File: config.mk
export PLATFORM = sky130hd
export DESIGN_NAME = control_pago_flat
export DESIGN_NICKNAME = d
export VERILOG_FILES = /design/src/rtl/control_pago_if.sv /design/src/rtl/control_pago.sv /design/src/flat_wrapper.sv
export SDC_FILE = /design/constraint.sdc
export NUM_CORES = 1
export LEC_CHECK = 0
export BUFFER_PORTS_ARGS = -buffer_cell sky130_fd_sc_hd__buf_4
export CORE_MARGIN = 8
export CORE_UTILIZATION = 56
export DETAILED_ROUTE_END_ITERATION = 16
export GPL_TIMING_DRIVEN = 0
export MAX_ROUTING_LAYER = met4
export PLACE_DENSITY = 0.84
export SYNTH_ARGS = -nofsm -noshare
export SYNTH_HDL_FRONTEND = slang
export SYNTH_SLANG_ARGS = --single-unit
File: constraint.sdc
create_clock -name clk -period 4.4 [get_ports clk]
set_input_delay 1.1 -clock clk [delete_from_list [all_inputs] [get_ports clk]]
set_output_delay 1.1 -clock clk [all_outputs]
set_load 0.02 [all_outputs]
File: src/rtl/control_pago_if.sv
// Payment sequencer handshake bundle: menu, coin, card-bank, dispenser and printer signals.
// master = vending top / peripherals side, slave = control_pago.
interface control_pago_if #(
    parameter int unsigned PRICE_W = 8
);
    logic               start;
    logic [PRICE_W-1:0] price;
    logic               efe;
    logic               tar;
    logic               coin_v;
    logic [PRICE_W-1:0] coin_val;
    logic               cancel;
    logic               auth_req;
    logic               auth_ack;
    logic               auth_ok;
    logic               chg_rdy;
    logic               chg_pulse;
    logic               rec_req;
    logic               rec_done;
    logic               menu_en;
    logic               busy;
    logic [PRICE_W-1:0] credit;
    logic               paid;
    logic               fail;

    modport master (
        output start, price, efe, tar, coin_v, coin_val, cancel,
               auth_ack, auth_ok, chg_rdy, rec_done,
        input  auth_req, chg_pulse, rec_req, menu_en, busy, credit, paid, fail
    );

    modport slave (
        input  start, price, efe, tar, coin_v, coin_val, cancel,
               auth_ack, auth_ok, chg_rdy, rec_done,
        output auth_req, chg_pulse, rec_req, menu_en, busy, credit, paid, fail
    );
endinterface

File: src/rtl/control_pago.sv
// Payment transaction sequencer: price latch, menu selection, cash/change/refund path,
// card authorisation with timeout, receipt handshake and a one-cycle paid/fail result.
module control_pago #(
    parameter int unsigned PRICE_W = 8,
    parameter int unsigned TIMEOUT = 200
) (
    input logic           clk,
    input logic           reset,
    control_pago_if.slave bus
);
    localparam int unsigned CNT_W = 8;
    localparam logic [CNT_W-1:0] CNT_LAST = CNT_W'(TIMEOUT - 1);

    localparam logic [3:0] S_IDLE     = 4'd0;
    localparam logic [3:0] S_WAIT_SEL = 4'd1;
    localparam logic [3:0] S_CASH     = 4'd2;
    localparam logic [3:0] S_CHANGE   = 4'd3;
    localparam logic [3:0] S_AUTH     = 4'd4;
    localparam logic [3:0] S_RECEIPT  = 4'd5;
    localparam logic [3:0] S_DONE     = 4'd6;
    localparam logic [3:0] S_REFUND   = 4'd7;
    localparam logic [3:0] S_ABORT    = 4'd8;

    logic [3:0]         state, state_nxt;
    logic [PRICE_W-1:0] prc, prc_nxt;
    logic [PRICE_W-1:0] rem, rem_nxt;
    logic [PRICE_W-1:0] credit_q, credit_nxt;
    logic [CNT_W-1:0]   cnt, cnt_nxt;

    logic [PRICE_W-1:0] coin_add;
    logic [PRICE_W:0]   sum;
    logic [PRICE_W-1:0] upd;
    logic               dispense;

    logic auth_req_q, rec_req_q, menu_en_q, busy_q, paid_q, fail_q;

    // Saturating credit update and dispenser strobe
    always_comb begin
        coin_add = bus.coin_v ? bus.coin_val : '0;
        sum      = {1'b0, credit_q} + {1'b0, coin_add};
        upd      = sum[PRICE_W] ? {PRICE_W{1'b1}} : sum[PRICE_W-1:0];
        dispense = ((state == S_CHANGE) || (state == S_REFUND)) && bus.chg_rdy && (rem != '0);
    end

    // Next-state and datapath decisions
    always_comb begin
        state_nxt  = state;
        prc_nxt    = prc;
        rem_nxt    = rem;
        credit_nxt = credit_q;
        cnt_nxt    = cnt;
        case (state)
            S_IDLE: begin
                if (bus.start) begin
                    prc_nxt    = bus.price;
                    credit_nxt = '0;
                    state_nxt  = S_WAIT_SEL;
                end
            end
            S_WAIT_SEL: begin
                if (bus.cancel) begin
                    state_nxt = S_ABORT;
                end else if (bus.efe) begin
                    state_nxt = S_CASH;
                end else if (bus.tar) begin
                    cnt_nxt   = '0;
                    state_nxt = S_AUTH;
                end
            end
            S_CASH: begin
                credit_nxt = upd;
                if (bus.cancel) begin
                    rem_nxt   = upd;
                    state_nxt = S_REFUND;
                end else if (upd >= prc) begin
                    rem_nxt   = upd - prc;
                    state_nxt = S_CHANGE;
                end
            end
            S_CHANGE, S_REFUND: begin
                if (rem == '0) begin
                    state_nxt = (state == S_CHANGE) ? S_RECEIPT : S_ABORT;
                end else if (dispense) begin
                    rem_nxt = rem - PRICE_W'(1);
                end
            end
            S_AUTH: begin
                cnt_nxt = cnt + CNT_W'(1);
                if (bus.cancel) begin
                    state_nxt = S_ABORT;
                end else if (bus.auth_ack) begin
                    state_nxt = bus.auth_ok ? S_RECEIPT : S_ABORT;
                end else if (cnt == CNT_LAST) begin
                    state_nxt = S_ABORT;
                end
            end
            S_RECEIPT: begin
                if (bus.rec_done) begin
                    state_nxt = S_DONE;
                end
            end
            S_DONE, S_ABORT: begin
                credit_nxt = '0;
                state_nxt  = S_IDLE;
            end
            default: state_nxt = S_IDLE;
        endcase
    end

    // State, datapath and output registers; outputs follow the state being entered
    always_ff @(posedge clk or negedge reset) begin
        if (!reset) begin
            state      <= S_IDLE;
            prc        <= '0;
            rem        <= '0;
            credit_q   <= '0;
            cnt        <= '0;
            auth_req_q <= 1'b0;
            rec_req_q  <= 1'b0;
            menu_en_q  <= 1'b0;
            busy_q     <= 1'b0;
            paid_q     <= 1'b0;
            fail_q     <= 1'b0;
        end else begin
            state      <= state_nxt;
            prc        <= prc_nxt;
            rem        <= rem_nxt;
            credit_q   <= credit_nxt;
            cnt        <= cnt_nxt;
            auth_req_q <= (state_nxt == S_AUTH);
            rec_req_q  <= (state_nxt == S_RECEIPT);
            menu_en_q  <= (state_nxt == S_WAIT_SEL);
            busy_q     <= (state_nxt != S_IDLE);
            paid_q     <= (state_nxt == S_DONE);
            fail_q     <= (state_nxt == S_ABORT);
        end
    end

    assign bus.chg_pulse = dispense;
    assign bus.auth_req  = auth_req_q;
    assign bus.rec_req   = rec_req_q;
    assign bus.menu_en   = menu_en_q;
    assign bus.busy      = busy_q;
    assign bus.credit    = credit_q;
    assign bus.paid      = paid_q;
    assign bus.fail      = fail_q;
endmodule

File: src/flat_wrapper.sv
// flat-port wrapper written by rule: the top's interface ports become plain ports
module control_pago_flat 
#(
    parameter int unsigned PRICE_W = 8,
    parameter int unsigned TIMEOUT = 200
)
  (clk, reset, bus_start, bus_price, bus_efe, bus_tar, bus_coin_v, bus_coin_val, bus_cancel, bus_auth_ack, bus_auth_ok, bus_chg_rdy, bus_rec_done, bus_auth_req, bus_chg_pulse, bus_rec_req, bus_menu_en, bus_busy, bus_credit, bus_paid, bus_fail);
  control_pago_if #(.PRICE_W(PRICE_W)) bus_i ();
  input logic clk;
  input logic reset;
  input wire logic [$bits(bus_i.start)-1:0] bus_start;
  input wire logic [$bits(bus_i.price)-1:0] bus_price;
  input wire logic [$bits(bus_i.efe)-1:0] bus_efe;
  input wire logic [$bits(bus_i.tar)-1:0] bus_tar;
  input wire logic [$bits(bus_i.coin_v)-1:0] bus_coin_v;
  input wire logic [$bits(bus_i.coin_val)-1:0] bus_coin_val;
  input wire logic [$bits(bus_i.cancel)-1:0] bus_cancel;
  input wire logic [$bits(bus_i.auth_ack)-1:0] bus_auth_ack;
  input wire logic [$bits(bus_i.auth_ok)-1:0] bus_auth_ok;
  input wire logic [$bits(bus_i.chg_rdy)-1:0] bus_chg_rdy;
  input wire logic [$bits(bus_i.rec_done)-1:0] bus_rec_done;
  output wire logic [$bits(bus_i.auth_req)-1:0] bus_auth_req;
  output wire logic [$bits(bus_i.chg_pulse)-1:0] bus_chg_pulse;
  output wire logic [$bits(bus_i.rec_req)-1:0] bus_rec_req;
  output wire logic [$bits(bus_i.menu_en)-1:0] bus_menu_en;
  output wire logic [$bits(bus_i.busy)-1:0] bus_busy;
  output wire logic [$bits(bus_i.credit)-1:0] bus_credit;
  output wire logic [$bits(bus_i.paid)-1:0] bus_paid;
  output wire logic [$bits(bus_i.fail)-1:0] bus_fail;
  assign bus_i.start = bus_start;
  assign bus_i.price = bus_price;
  assign bus_i.efe = bus_efe;
  assign bus_i.tar = bus_tar;
  assign bus_i.coin_v = bus_coin_v;
  assign bus_i.coin_val = bus_coin_val;
  assign bus_i.cancel = bus_cancel;
  assign bus_i.auth_ack = bus_auth_ack;
  assign bus_i.auth_ok = bus_auth_ok;
  assign bus_i.chg_rdy = bus_chg_rdy;
  assign bus_i.rec_done = bus_rec_done;
  assign bus_auth_req = bus_i.auth_req;
  assign bus_chg_pulse = bus_i.chg_pulse;
  assign bus_rec_req = bus_i.rec_req;
  assign bus_menu_en = bus_i.menu_en;
  assign bus_busy = bus_i.busy;
  assign bus_credit = bus_i.credit;
  assign bus_paid = bus_i.paid;
  assign bus_fail = bus_i.fail;
  control_pago #(.PRICE_W(PRICE_W), .TIMEOUT(TIMEOUT)) u_core (.clk(clk), .reset(reset), .bus(bus_i));
endmodule
==> impl_metrics.json, run 1 <==
{
  "place_congestion": 0.884,
  "io_buffers": 41,
  "yosysSeqAreaShare_pct": 36.9,
  "pwr-share-clk_pct": 9.5,
  "path_clk_slew_ps": 80,
  "pwr-share-comb_pct": 63.9,
  "pwr-share-seq_pct": 26.6,
  "cts_tree": "yes",
  "cp-end-kind": "flip-flop",
  "pre_cts_ws_ps": -541,
  "synth_edf_count": 0,
  "antennaDiodeCount": 0,
  "ios": 42,
  "setup_tns_ps": 0,
  "power.internal_mw": 1.46,
  "clockRootBuffer": "clkbuf_8",
  "synth_top_area_share_pct": 36.9,
  "critPathMaxFanout": 8,
  "start_util_pct": 56.9,
  "die_area_um2": 7630,
  "antenna_found_initial": 0,
  "crit_type": "input pin to flip-flop",
  "worstMarginPinSlew_ps": 685,
  "cp_num_buf_inv": 2,
  "cp_top_family": "compound AO/OA/AOI/OAI gates",
  "synth_area_um2": 2850,
  "drtIter0Drc": 245,
  "synthFlopType": "dfrtp_1",
  "fmax_ghz": 0.233,
  "core_um2": 5010,
  "peakVddDrop_mv": 0.501,
  "num_rows": 26,
  "stdcell_area_um2": 3560,
  "fillers": 397,
  "setup_ws_ps": 117,
  "p_sw_mw": 1.20,
  "cts_buffers": 5,
  "drc": 0,
  "yosys_warnings": 0,
  "syn-num-nets": 350,
  "nets": 405,
  "wire_per_inst_um": 17.1,
  "swShare_pct": 44.9,
  "max_cap_violations": 0,
  "fin_skew_ps": 7.59,
  "clock_sinks": 42,
  "area_delta_synth_final_pct": 25.1,
  "cp_slowest_cell": "fa_2",
  "insertion_delay_ps": 300,
  "hold_violations": 0,
  "layout-drive-gt1-share_pct": 27.5,
  "power.leakage_nw": 1.60,
  "synth-async-reset-ratio_pct": 100,
  "fin_crit_ps": 4280,
  "cts_max_level": 2,
  "grt_pass1_vias": 2467,
  "grt_max_degree": 43,
  "hp-start": "u_core.prc[7]$_DFFE_PN0P_",
  "period_share_pct": 97.3,
  "max-slew-margin-rel_pct": 54.2,
  "synth_area_leaders": "dfrtp_1 37%, ha_1 7.9%, nor2_1 3.8%, mux2_2 3.6%, xnor2_1 3.1%",
  "synthDistinctLibCells": 62,
  "synthCells": 303,
  "cp.arrival_ps": 4470,
  "crit_chain": "buf_4 > and2_1 > ha_2 > fa_2 > a211oi_4 > or2_4 > a211oi_4 > or2_4 > ha_4 > a211o_1 > a311oi_2 > o211ai_1 > buf_4 > o221a_2",
  "setup_viol": 0,
  "dieWidth_um": 87.3,
  "r2r_start": "u_core.bus.credit[0]$_DFFE_PN0P_",
  "slew_viol_final": 0,
  "ys_ff_latch": 42,
  "required_ps": 4590,
  "grt.overflow.total": 0,
  "grt_pass1_wl_mm": 11.6,
  "die_h_um": 87.3,
  "cp_slowest_stage_delay_ps": 390,
  "r2r_setup_slack_ps": 760,
  "grt.total_usage_pct": 19.4,
  "firstDrtPassIters": 5,
  "routed_wirelength_mm": 7.32,
  "holdPathStages": 1,
  "num_vias": 2648,
  "hold_path_class": "flip-flop to flip-flop",
  "synth_top_cell_by_area": "dfrtp_1",
  "r2r_end": "u_core.rem[0]$_DFFE_PN0P_",
  "ant_nets": 0,
  "power.density_nw_per_um2": 746,
  "min_to": "u_core.prc[7]$_DFFE_PN0P_",
  "via_per_inst": 6.20,
  "synth_area_per_cell_um2": 9.40,
  "worstRegToRegCells": 12,
  "placed_area_um2": 3250,
  "startpoint_type": "input pin",
  "clock_path_buffers": 2,
  "cts_hold_buf": 0,
  "status": "finished clean",
  "dp_hpwl_mm": 5.01
}
[power groups by stage]
stage | Clock, mW | Combinational (mW) | Sequential, mW
2_1_floorplan | 0 | 1.01 | 0.723
3_3_place_gp | 0 | 1.36 | 0.699
3_5_place_dp | 0 | 1.39 | 0.707
4_1_cts | 0.254 | 1.45 | 0.701
5_1_grt | 0.266 | 1.85 | 0.730
6_report | 0.252 | 1.70 | 0.709
[per-stage QoR]
| step | power (mW) | instances | util (%) | hold slack (ps) |
|---|---|---|---|---|
| final | 2.66 | 427 | 71.2 | 506 |
| after CTS | 2.41 | 422 | 67.5 | 512 |
| after global placement | 2.06 | 414 | 64.9 | 488 |
| after global routing | 2.84 | 427 | 71.2 | 518 |
| after detailed placement | 2.10 | 414 | 64.9 | 495 |
| after floorplan | 1.74 | 303 | - | 479 |
[synthesized netlist by cell type, drive strengths merged, types with 2 or more instances]
cell,instances
dfrtp,42
nor2,29
nand2,20
inv,19
ha,18
a21oi,12
o21ai,12
nand3,11
xnor2,10
and2,9
mux2,9
a22o,7
xor2,7
nor3,6
a211oi,5
a31oi,5
clkbuf,5
nand4,5
o21a,4
or2,4
mux2i,3
nand2b,3
nor2b,3
o211ai,3
o21bai,3
o311ai,3
o31ai,3
or3,3
a21o,2
buf,2
fa,2
nand3b,2
nor3b,2
nor4,2
nor4b,2
o221a,2
or3b,2
or4b,2
[cells in the final DEF (no fill, tap or decap), types with 3 or more instances in the layout]
cell and instances:
dfrtp_1 42, ha_4 6, o211ai_1 3, a21oi_1 11, xor2_1 7, buf_4 48
mux2_2 9, nor3_1 6, ha_1 10, or3_1 3, nand4_1 5, nand3_1 11
and2_1 9, o21ai_0 10, o31ai_1 3, a211oi_1 3, clkbuf_8 6, xnor2_1 10
nand2b_1 3, nor2b_1 3, nand2_1 20, a31oi_1 5, inv_1 19, clkbuf_1 5
nor2_1 26, or2_4 4, nor2_2 3, o21a_1 4, a22o_1 7
[logic make-up after synthesis]
logic type      Yosys count  share of synthesized area [%]
mux                      12                           4.61
simple gates            108                           20.3
compound gates           78                           20.1
fa+ha+maj                20                           9.31
xor+xnor                 17                           5.23
flops                    42                           36.9
buf+inv                  26                           3.56
[repair_timing]
item                                    CTS  global route
pin swaps                                 3            11
endpoints found under the setup margin    8             8
resized for setup                         8            28
buffers inserted                          1             5
gates cloned                              1             0
[layout make-up]
cell class / count / area (um^2) / area share (%)
buffer: 7 / 30.0 / 0.842
clock buffer: 6 / 82.6 / 2.32
inverter: 19 / 71.3 / 2.00
multi-input combinational: 235 / 1880 / 52.9
sequential: 42 / 1050 / 29.5
tap: 70 / 87.6 / 2.46
timing repair buffer: 48 / 358 / 10.0
[worst max path at each step]
stage               startpoint                         to  slack [ps]  depth (start not counted)
2_1_floorplan  bus_coin_val[0]  u_core.rem[0]$_DFFE_PN0P_          20                         13
3_3_place_gp        bus_coin_v  u_core.rem[0]$_DFFE_PN0P_        -520                         14
3_5_place_dp        bus_coin_v  u_core.rem[0]$_DFFE_PN0P_        -540                         14
4_1_cts             bus_coin_v  u_core.rem[0]$_DFFE_PN0P_          40                         14
5_1_grt             bus_coin_v  u_core.rem[6]$_DFFE_PN0P_         -50                         18
6_report            bus_coin_v  u_core.rem[0]$_DFFE_PN0P_         120                         14
[worst register-to-register path, stage by stage (launching register included)]
cell      delay, ps
dfrtp_1         410
ha_2            210
fa_2            390
a211oi_4        260
or2_4           190
a211oi_4        100
or2_4           320
ha_4            250
a211o_1         280
a311oi_2        320
o211ai_1        290
buf_4           260
o221a_2         260
[metal layers]
metal / global-route usage (%) / vias up / routed length [um]
met5: - / - / 0
met4: 6.09 / 0 / 104
met3: 2.83 / 9 / 578
met2: 29.3 / 127 / 3510
met1: 26.0 / 1286 / 3130
li1: - / 1226 / -
[state kept, by name (all words and copies together) (netlist names)]
name / cells
u_core.rem: 8
u_core.bus.fail: 1
u_core.prc: 8
u_core.bus.paid: 1
u_core.bus.busy: 1
u_core.cnt: 8
u_core.bus.rec_req: 1
u_core.bus.credit: 8
u_core.bus.auth_req: 1
u_core.state: 4
u_core.bus.menu_en: 1
No activity file was read; power rests on OpenSTA's default activity.
==> run 2: changes to the inputs <==
Settings changed: CORE_UTILIZATION 56 to 52, PLACE_DENSITY 0.84 to 0.83.
Clock period 4.4 ns to 3.9 ns, I/O delays scaled along.
==> impl_metrics.json, run 2 (synthesis results as in run 1) <==
{
  "critPathMaxFanout": 7,
  "routed_wirelength_mm": 7.89,
  "crit_type": "input pin to flip-flop",
  "placed_area_um2": 3320,
  "grt.overflow.total": 0,
  "rsz0062_at_grt": "true",
  "path_clk_slew_ps": 80,
  "grt_max_degree": 43,
  "die_area_um2": 8100,
  "dieWidth_um": 90.0,
  "cts_max_level": 2,
  "antennaDiodeCount": 0,
  "core_um2": 5410,
  "ios": 42,
  "status": "finished with violations",
  "setup_viol": 8,
  "wire_per_inst_um": 17.9,
  "cts_hold_buf": 0,
  "cts_tree": "yes",
  "grt.total_usage_pct": 18.3,
  "cts_buffers": 5,
  "drtIter0Drc": 306,
  "start_util_pct": 52.7,
  "clockRootBuffer": "clkbuf_8",
  "fillers": 396,
  "layout-drive-gt1-share_pct": 32.2,
  "slew_viol_final": 0,
  "required_ps": 4100,
  "fin_cells": 441,
  "place_congestion": 0.896,
  "setup_ws_ps": -192,
  "clock_path_buffers": 2,
  "via_per_inst": 6.11,
  "power.density_nw_per_um2": 856,
  "fin_skew_ps": 12.5,
  "hold_path_class": "flip-flop to flip-flop",
  "ant_nets": 0,
  "period_share_pct": 105,
  "peakVddDrop_mv": 0.500,
  "insertion_delay_ps": 310,
  "max-slew-margin-rel_pct": 52.2,
  "cp-end-kind": "flip-flop",
  "nets": 415,
  "worstMarginPinSlew_ps": 716,
  "dpl.cell_count": 416,
  "antenna_found_initial": 0,
  "fin_crit_ps": 4090,
  "violations": "negative setup slack",
  "num_vias": 2694,
  "clock_sinks": 42,
  "power.leakage_nw": 1.67,
  "die_h_um": 90.0,
  "io_buffers": 41,
  "firstDrtPassIters": 5,
  "cp.arrival_ps": 4300,
  "dp_hpwl_mm": 5.22,
  "area_delta_synth_final_pct": 30.4,
  "stdcell_area_um2": 3710,
  "max_cap_violations": 0,
  "startpoint_type": "input pin",
  "fmax_ghz": 0.244,
  "num_rows": 27,
  "mostFrequentLayoutCells": "57 x buf_4, 42 x dfrtp_1, 27 x nor2_1",
  "grt_pass1_wl_mm": 12.1,
  "mostFrequentLayoutCell": "buf_4",
  "grt_pass1_vias": 2555,
  "hold_violations": 0,
  "drc": 0
}
run 2: layout make-up:
class | count | area [um^2] | share of cell area [%]
Clock buffer | 7 | 76.3 | 2.05
Buffer | 7 | 30.0 | 0.808
Timing Repair Buffer | 58 | 447 | 12.0
Clock inverter | 1 | 30.0 | 0.808
Sequential cell | 42 | 1050 | 28.3
Multi-Input combinational cell | 235 | 1920 | 51.7
Tap cell | 72 | 90.1 | 2.43
Inverter | 19 | 71.3 | 1.92
run 2: routing by layer:
layer / up-vias / part of all wire (%) / GRT usage (%)
li1: 1246 / - / -
met1: 1305 / 43 / 23.2
met2: 122 / 49 / 28.9
met3: 21 / 6.1 / 3.66
met4: 0 / 2.1 / 5.13
met5: - / 0 / -
run 2: final timing paths:
path | startpoint | endpoint | slack, ps | cells after the start
max in group asynchronous | reset | u_core.bus.credit[2]$_DFFE_PN0P_ | 2880 | 1
worst min-delay path | u_core.prc[4]$_DFFE_PN0P_ | u_core.prc[4]$_DFFE_PN0P_ | 510 | 1
worst max register to register | u_core.bus.credit[0]$_DFFE_PN0P_ | u_core.rem[0]$_DFFE_PN0P_ | 280 | 12
worst min register to register | u_core.prc[4]$_DFFE_PN0P_ | u_core.prc[4]$_DFFE_PN0P_ | 510 | 1
worst max-delay path | bus_coin_v | u_core.rem[0]$_DFFE_PN0P_ | -190 | 14
min in group asynchronous | reset | u_core.cnt[2]$_DFFE_PN0P_ | 650 | 1
run 2: worst max-delay path, stage by stage:
cell,delay (ps)
buf_8,110
and2_4,160
ha_4,160
fa_2,370
a211oi_4,250
or2_4,180
a211oi_4,90
or2_4,310
ha_4,270
a211o_1,330
a311oi_2,320
o211ai_1,280
buf_4,250
o221a_4,240
run 2: power by group:
part / switching [mW] / total (mW) / internal, mW
clock: 0.151 / 0.342 / 0.192
sequential: 0.192 / 0.813 / 0.621
combinational: 1.04 / 2.02 / 0.983
run 2: what timing repair did:
action,CTS,global route
cloned,1,0
buffers inserted,6,10
setup endpoints to repair,8,9
resized for setup,12,26
pin swaps,14,23
run 2: metrics by stage:
step | total power, mW | hold slack (ps) | util (%) | setup WS (ps) | TNS, ps
2_1_floorplan | 2.04 | 479 | - | -14.8 | -14.8
3_5_place_dp | 2.47 | 494 | 61.4 | -602 | -4520
4_1_cts | 2.90 | 513 | 65.2 | -142 | -634
3_3_place_gp | 2.40 | 488 | 61.4 | -566 | -4190
5_1_grt | 3.40 | 549 | 68.7 | -253 | -1710
6_report | 3.18 | 508 | 68.7 | -192 | -1070
